--- src/rtl/regfile_dump.sv ---
// ---------------------------------------------------------------------------
// regfile_dump
//
// Purpose:
//   Sequential readout engine for the 32x64 register file. A start request
//   walks the read address from FIRST_REG up to LAST_REG inclusive through a
//   single regfile read port. Each word is captured and presented on a
//   valid/ready stream, tagged with the address it came from. This is the
//   debug/verification drain path that sits beside the datapath-written
//   regfile.
//
// Parameters:
//   DATA_W     width of a regfile word and of dout_data
//   ADDR_W     width of a regfile address
//   FIRST_REG  first address read
//   LAST_REG   last address read, inclusive (walk ends here, never wraps)
//
// Ports:
//   clk         in   1       clock, all state updates on the rising edge
//   reset_n     in   1       asynchronous active-low reset
//   start       in   1       begin a dump; only looked at while idle
//   busy        out  1       high while reading or holding a word
//   done        out  1       one-cycle pulse after the last word is accepted
//   ra          out  ADDR_W  regfile read address (the walk pointer)
//   rd          in   DATA_W  regfile read data, combinational in ra
//   dout_valid  out  1       dout_data/dout_addr hold a word
//   dout_ready  in   1       consumer takes the word when valid & ready
//   dout_data   out  DATA_W  captured register value
//   dout_addr   out  ADDR_W  address the word was read from
// ---------------------------------------------------------------------------
module regfile_dump #(
    parameter int unsigned DATA_W    = 64,
    parameter int unsigned ADDR_W    = 5,
    parameter int unsigned FIRST_REG = 0,
    parameter int unsigned LAST_REG  = 31
) (
    input  logic              clk,
    input  logic              reset_n,
    input  logic              start,
    output logic              busy,
    output logic              done,
    output logic [ADDR_W-1:0] ra,
    input  logic [DATA_W-1:0] rd,
    output logic              dout_valid,
    input  logic              dout_ready,
    output logic [DATA_W-1:0] dout_data,
    output logic [ADDR_W-1:0] dout_addr
);

    localparam logic [ADDR_W-1:0] FIRST_PTR = ADDR_W'(FIRST_REG);
    localparam logic [ADDR_W-1:0] LAST_PTR  = ADDR_W'(LAST_REG);

    typedef enum logic [1:0] {
        IDLE  = 2'd0,
        READ  = 2'd1,
        VALID = 2'd2,
        DONE  = 2'd3
    } state_t;

    state_t              state_q, state_d;
    logic [ADDR_W-1:0]   ptr_q, ptr_d;
    logic                valid_q, valid_d;
    logic [DATA_W-1:0]   data_q, data_d;
    logic [ADDR_W-1:0]   addr_q, addr_d;
    logic                busy_q, busy_d;
    logic                done_q, done_d;

    // State and output registers. Every output except ra comes straight
    // from a flop, so the consumer never sees combinational glitches and a
    // reset mid-dump drops the in-flight word immediately.
    always_ff @(posedge clk or negedge reset_n) begin
        if (!reset_n) begin
            state_q <= IDLE;
            ptr_q   <= FIRST_PTR;
            valid_q <= 1'b0;
            data_q  <= '0;
            addr_q  <= '0;
            busy_q  <= 1'b0;
            done_q  <= 1'b0;
        end else begin
            state_q <= state_d;
            ptr_q   <= ptr_d;
            valid_q <= valid_d;
            data_q  <= data_d;
            addr_q  <= addr_d;
            busy_q  <= busy_d;
            done_q  <= done_d;
        end
    end

    // Next-state logic. Everything holds by default, which is what keeps the
    // presented word stable while the consumer stalls in VALID. busy and done
    // are decoded from the next state so that, once registered, they line up
    // exactly with the state they describe.
    always_comb begin
        state_d = state_q;
        ptr_d   = ptr_q;
        valid_d = valid_q;
        data_d  = data_q;
        addr_d  = addr_q;

        case (state_q)
            IDLE: begin
                if (start) begin
                    ptr_d   = FIRST_PTR;
                    state_d = READ;
                end
            end

            READ: begin
                data_d  = rd;
                addr_d  = ptr_q;
                valid_d = 1'b1;
                state_d = VALID;
            end

            VALID: begin
                if (dout_ready) begin
                    valid_d = 1'b0;
                    // The walk stops at LAST_REG rather than wrapping, so a
                    // single-register window still terminates after one word.
                    if (ptr_q == LAST_PTR) begin
                        state_d = DONE;
                    end else begin
                        ptr_d   = ptr_q + ADDR_W'(1);
                        state_d = READ;
                    end
                end
            end

            DONE: begin
                ptr_d   = FIRST_PTR;
                state_d = IDLE;
            end

            default: begin
                state_d = IDLE;
                ptr_d   = FIRST_PTR;
                valid_d = 1'b0;
            end
        endcase

        busy_d = (state_d == READ) || (state_d == VALID);
        done_d = (state_d == DONE);
    end

    assign ra         = ptr_q;
    assign busy       = busy_q;
    assign done       = done_q;
    assign dout_valid = valid_q;
    assign dout_data  = data_q;
    assign dout_addr  = addr_q;

endmodule

--- config.mk ---
export PLATFORM = sky130hd
export DESIGN_NAME = regfile_dump
export DESIGN_NICKNAME = d
export VERILOG_FILES = /design/src/rtl/regfile_dump.sv
export SDC_FILE = /design/constraint.sdc
export NUM_CORES = 1
export LEC_CHECK = 0
export BUFFER_PORTS_ARGS = -buffer_cell sky130_fd_sc_hd__buf_2
export CAP_MARGIN = 15
export CORE_ASPECT_RATIO = 0.8
export CORE_MARGIN = 2
export CORE_UTILIZATION = 27
export CTS_BUF_LIST = sky130_fd_sc_hd__clkbuf_16
export DETAILED_ROUTE_END_ITERATION = 8
export PLACE_DENSITY_LB_ADDON = 0.25
export SLEW_MARGIN = 25
export SYNTH_ARGS = -nofsm -noshare
export SYNTH_HDL_FRONTEND = slang
export SYNTH_SLANG_ARGS = --single-unit
--- constraint.sdc ---
create_clock -name clk -period 5.1 [get_ports clk]
set_input_delay 1.02 -clock clk [delete_from_list [all_inputs] [get_ports clk]]
set_output_delay 1.02 -clock clk [all_outputs]
set_load 0.02 [all_outputs]
# Word-level counts from Yosys, hierarchy flattened
# Index checks and enable logic that the tools add are counted.
# word_totals
regBits	79
output_inout_bits	77
word_cells	34
# classes
addsub	1
eq_ne	10
n_mux	10
reduce_logical	6
# ops
cell	count
$mux 5	3
$pmux 5 s3	1
$eq 2x2->1 const B	4
$pmux 2 s4	1
$mux 2	3
$ne 2x2->1 const B	3
$add 5x1->5 const B	1
$eq 5x5->1 const B	1
$eq 2x1->1 const B	2
$reduce_and 4->1	1
$reduce_bool 3->1	1
$logic_not 2->1	1
$pmux 1 s2	1
$reduce_and 2->1	1
$reduce_bool 2->1	1
$logic_or 1x1->1	1
$mux 1	1

# Logic depth before layout (Yosys ltp)
# depth
depth_word	6
mapped_depth	8
ltp_nobuf	8

# Least setup slack after synthesis
# No wires, ideal clock.
# synth_timing
path_kind	register to register
start	register ptr_q[0] (netlist: ra[0])
end	register ptr_q[3] (netlist: ra[3])
setup_ns	0.077
t_arrival_ns	1.833
required_time_ns	5.023
slack_ns	3.190
stages_incl_launch_ff	8
path_buffers	0
cell_sequence	dfrtp_1 ha_1 and3_1 ha_1 and3b_2 o21ai_2 or3_1 a21oi_1
# synth_between
elab_chain_len	4
word_cells_on_any_way	7
classes_between	1 x add/sub; 2 x eq/ne; 3 x mux; 1 x reduce/logical
# synth_lines
element	line_no	source
start: declaration	61	logic [ADDR_W-1:0] ptr_q, ptr_d;
start signal: assignment	82	ptr_q <= ptr_d;
$add 5x1->5	125	ptr_d = ptr_q + ADDR_W'(1);
$mux 5	122	if (ptr_q == LAST_PTR) begin
$mux 5	118	if (dout_ready) begin
$pmux 5 s3	102	case (state_q)
# Several ways; a longest one is shown, not always the timed one. The select of a mux whose other input is x is not followed.
# A chain may end at the register's enable or synchronous reset.

# Worst setup path after layout
# layout_timing
start	register state_q[1]
end	register busy_q (netlist: busy)
# layout_between
elab_chain_len	4
word_cells_on_any_way	10
classes_between	5 x eq/ne; 3 x mux; 2 x reduce/logical
# layout_lines
element	line_no	source
start: declaration	60	state_t state_q, state_d;
start signal: assignment	81	state_q <= state_d;
$eq 2x2->1 (tied with other cells)	102	
$pmux 2 s4 (*)	102	
named net state_d[1]	60	
$eq 2x1->1 or $eq 2x2->1 (tied branches)	143	busy_d = (state_d == READ) || (state_d == VALID);
$logic_or 1x1->1 (*)	143	
named net busy_d	65	logic busy_q, busy_d;
end signal: assignment	86	busy_q <= busy_d;
end: declaration	65	
# Mark *: on every way through the listed nets, which the timed path passes. The rest lies on a longest branch.

==> insert_results.sql <==
INSERT INTO impl_metrics (metric_group, metric, value, unit) VALUES
('synthesis', 'postSynth.asyncResetShare', '100', '%'),
('synthesis', 'synth_top_area_share', '64.8', '%'),
('synthesis', 'yosys_warnings', '0', ''),
('finish', 'antenna-diode-count', '0', ''),
('detailed_routing', 'ant_nets', '0', ''),
('sta', 'min_period', '2030', 'ps'),
('global_route', 'grt.total_usage', '10.8', '%'),
('detailed_routing', 'drtIter0Drc', '34', ''),
('finish', 'stdcell_area', '4180', 'um2'),
('critical_path', 'critPathArrivalTime', '2240', 'ps'),
('synthesis', 'synth_edf_count', '0', ''),
('clocking', 'cts.path.max_buffers', '2', ''),
('clocking', 'tritoncts', 'yes', ''),
('detailed_routing', 'num_vias', '2084', ''),
('floorplanning', 'coreArea', '10900', 'um2'),
('critical_path', 'required_time_of_the_critical_path', '5310', 'ps'),
('power_and_ir_drop', 'power_density', '693', 'nW/um2'),
('clocking', 'cts.sink_count', '79', ''),
('power_and_ir_drop', 'vdd_drop_max', '0.326', 'mV'),
('synthesis', 'yosys-top-cells-area', 'sky130_fd_sc_hd__dfrtp_1 65%, sky130_fd_sc_hd__mux2_2 26%, sky130_fd_sc_hd__ha_1 2.5%, sky130_fd_sc_hd__buf_2 1.1%, sky130_fd_sc_hd__a22o_2 0.66%', ''),
('flow_run', 'cap_viol_max_count', '0', ''),
('hold_path', 'hold-path-cell-count', '1', ''),
('floorplanning', 'die_area', '12200', 'um2'),
('place', 'hpwlAfterDp', '4.32', 'mm'),
('detailed_routing', 'drtPass1Iterations', '4', ''),
('clocking', 'htree_levels', '3', ''),
('sta', 'clock-skew-final', '4.41', 'ps'),
('critical_path', 'ff2ff_setup_slack', '3070', 'ps'),
('synthesis', 'synth_sequential_area_ratio', '64.8', '%'),
('place', 'place.gp.congestion', '0.702', ''),
('detailed_routing', 'routed_via_density', '4.28', ''),
('finish', 'drive_above_1_share', '67.1', '%'),
('clocking', 'clk_latency', '320', 'ps'),
('floorplanning', 'initial_standard_cell_utilization_of_the_core', '27.9', '%'),
('clocking', 'cts-buffers-inserted', '9', ''),
('hold_path', 'hold_path_startpoint', 'dout_data[6]$_DFFE_PN0P_', ''),
('synthesis', 'synthesis_stage_register_bit_count', '79', ''),
('synthesis', 'netlist_area', '3050', 'um2'),
('sta', 'finalWorstSetupSlack', '3070', 'ps'),
('clocking', 'cts.repair.resized', '0', ''),
('hold_path', 'hold_class', 'reg2reg', ''),
('floorplanning', 'width_of_the_die', '123', 'um'),
('critical_path', 'r2r_start', 'state_q[1]$_DFF_PN0_', ''),
('finish', 'areaGrowthSynthToFinish', '37.0', '%'),
('synthesis', 'ys_dominant_reg_cell', 'sky130_fd_sc_hd__dfrtp_1', ''),
('sta', 'tightest_slew', '950', 'ps'),
('power_and_ir_drop', 'total_power', '2.90', 'mW'),
('synthesis', 'synth_area_per_cell', '15.9', 'um2'),
('sta', 'timing.final.max_slew_violations', '0', ''),
('outcome', 'outcome', 'complete, no violations', ''),
('global_route', 'pin_count_of_the_biggest_net_entering_global_routing', '80', ''),
('place', 'preCtsSetupSlack', '2980', 'ps'),
('place', 'numPortBuffers', '144', ''),
('synthesis', 'synth.net_count', '266', ''),
('global_route', 'antenna_found_initial', '0', ''),
('global_route', 'grt_use_met2', '15.8', '%'),
('critical_path', 'reg2regPathDepth', '5', ''),
('critical_path', 'crit_reg_reg_endpoint', 'busy$_DFF_PN0_', ''),
('critical_path', 'worstSetupStartpointType', 'flop', ''),
('sta', 'fmax', '493', 'MHz'),
('sta', 'timing.setup.tns', '0', 'ps'),
('global_route', 'met3_usage', '5.91', '%'),
('floorplanning', 'fp.dieH', '99.1', 'um'),
('clocking', 'cts_hold_repair.buffers', '0', ''),
('global_route', 'grt.met1_usage', '13.0', '%'),
('sta', 'setup_repair_after_global_routing_missed_its_margin', 'false', ''),
('global_route', 'global_route.overflow_total', '0', ''),
('synthesis', 'synthCells', '192', ''),
('sta', 'setup_viol', '0', ''),
('clocking', 'cts-root-buf', 'sky130_fd_sc_hd__clkbuf_16', ''),
('synthesis', 'synthMostInstantiatedCell', 'sky130_fd_sc_hd__dfrtp_1', '');
layout by cell type, fill, tap and decap left out, types with 2 or more instances in the layout:
cell type                     n
sky130_fd_sc_hd__o22ai_1      2
sky130_fd_sc_hd__dfrtp_1     79
sky130_fd_sc_hd__a21oi_1      2
sky130_fd_sc_hd__mux2_2      70
sky130_fd_sc_hd__inv_1        7
sky130_fd_sc_hd__ha_1         5
sky130_fd_sc_hd__nor2_1       5
sky130_fd_sc_hd__buf_2      143
sky130_fd_sc_hd__a22o_2       2
sky130_fd_sc_hd__clkbuf_16    9
sky130_fd_sc_hd__o21ai_0      2
worst max-delay path by stage:
stage | endpoint | depth (start not counted) | slack [ps] | startpoint
after floorplan | ra[3]$_DFFE_PN0P_ | 7 | 3190 | ra[0]$_DFFE_PN0P_
after global placement | busy$_DFF_PN0_ | 5 | 3070 | state_q[1]$_DFF_PN0_
after detailed placement | busy$_DFF_PN0_ | 5 | 2980 | state_q[1]$_DFF_PN0_
after CTS | busy$_DFF_PN0_ | 5 | 2990 | state_q[1]$_DFF_PN0_
after global routing | busy$_DFF_PN0_ | 5 | 2880 | state_q[1]$_DFF_PN0_
final | busy$_DFF_PN0_ | 5 | 3070 | state_q[1]$_DFF_PN0_
metal layers:
metal | up-vias | wire length [um]
met1 | 1003 | 2670
met4 | 0 | 101
met3 | 9 | 763
met5 | - | 0
li1 | 972 | -
met2 | 100 | 2710
logic make-up (layout without fill, tap and decap cells):
logic type,count (synthesis),in the layout,share of synthesized area (%)
compound gates,11,11,2.54
xor+xnor,1,1,0.287
fa+ha+maj,6,6,2.46
buf+inv,11,162,1.64
flops,79,79,64.8
mux,70,70,25.8
simple gates,14,14,2.50
final cells by class:
type,instances,area [um2]
Clock buffer,9,225
Inverter,3,11.3
Fill cell,1053,6750
Timing Repair Buffer,144,727
Multi-Input combinational cell,102,1040
Clock inverter,6,23.8
Tap cell,144,180
Sequential cell,79,1980
critical path, stage by stage (launching register included):
cell and delay [ps]:
sky130_fd_sc_hd__dfrtp_1 380, sky130_fd_sc_hd__inv_1 130, sky130_fd_sc_hd__ha_4 780, sky130_fd_sc_hd__a21oi_1 90, sky130_fd_sc_hd__o22ai_1 270, sky130_fd_sc_hd__ha_1 270
power breakdown:
part           total (mW)  internal (mW)  switching, mW
Clock               0.542          0.317          0.225
Combinational        1.30          0.578          0.725
Sequential           1.05          0.919          0.135
through the flow:
step | util, % | std cells
final | 38.3 | 487
after detailed placement | 35.9 | 472
after global routing | 38.3 | 487
after global placement | 35.9 | 472
after floorplan | - | 192
after CTS | 38.2 | 487
sequential cells by signal (all words and copies together) (netlist names):
signal,cells
done,1
ra,5
dout_data,64
dout_addr,5
dout_valid,1
busy,1
state_q,2
Note: power is estimated with default switching activity, not from simulation.
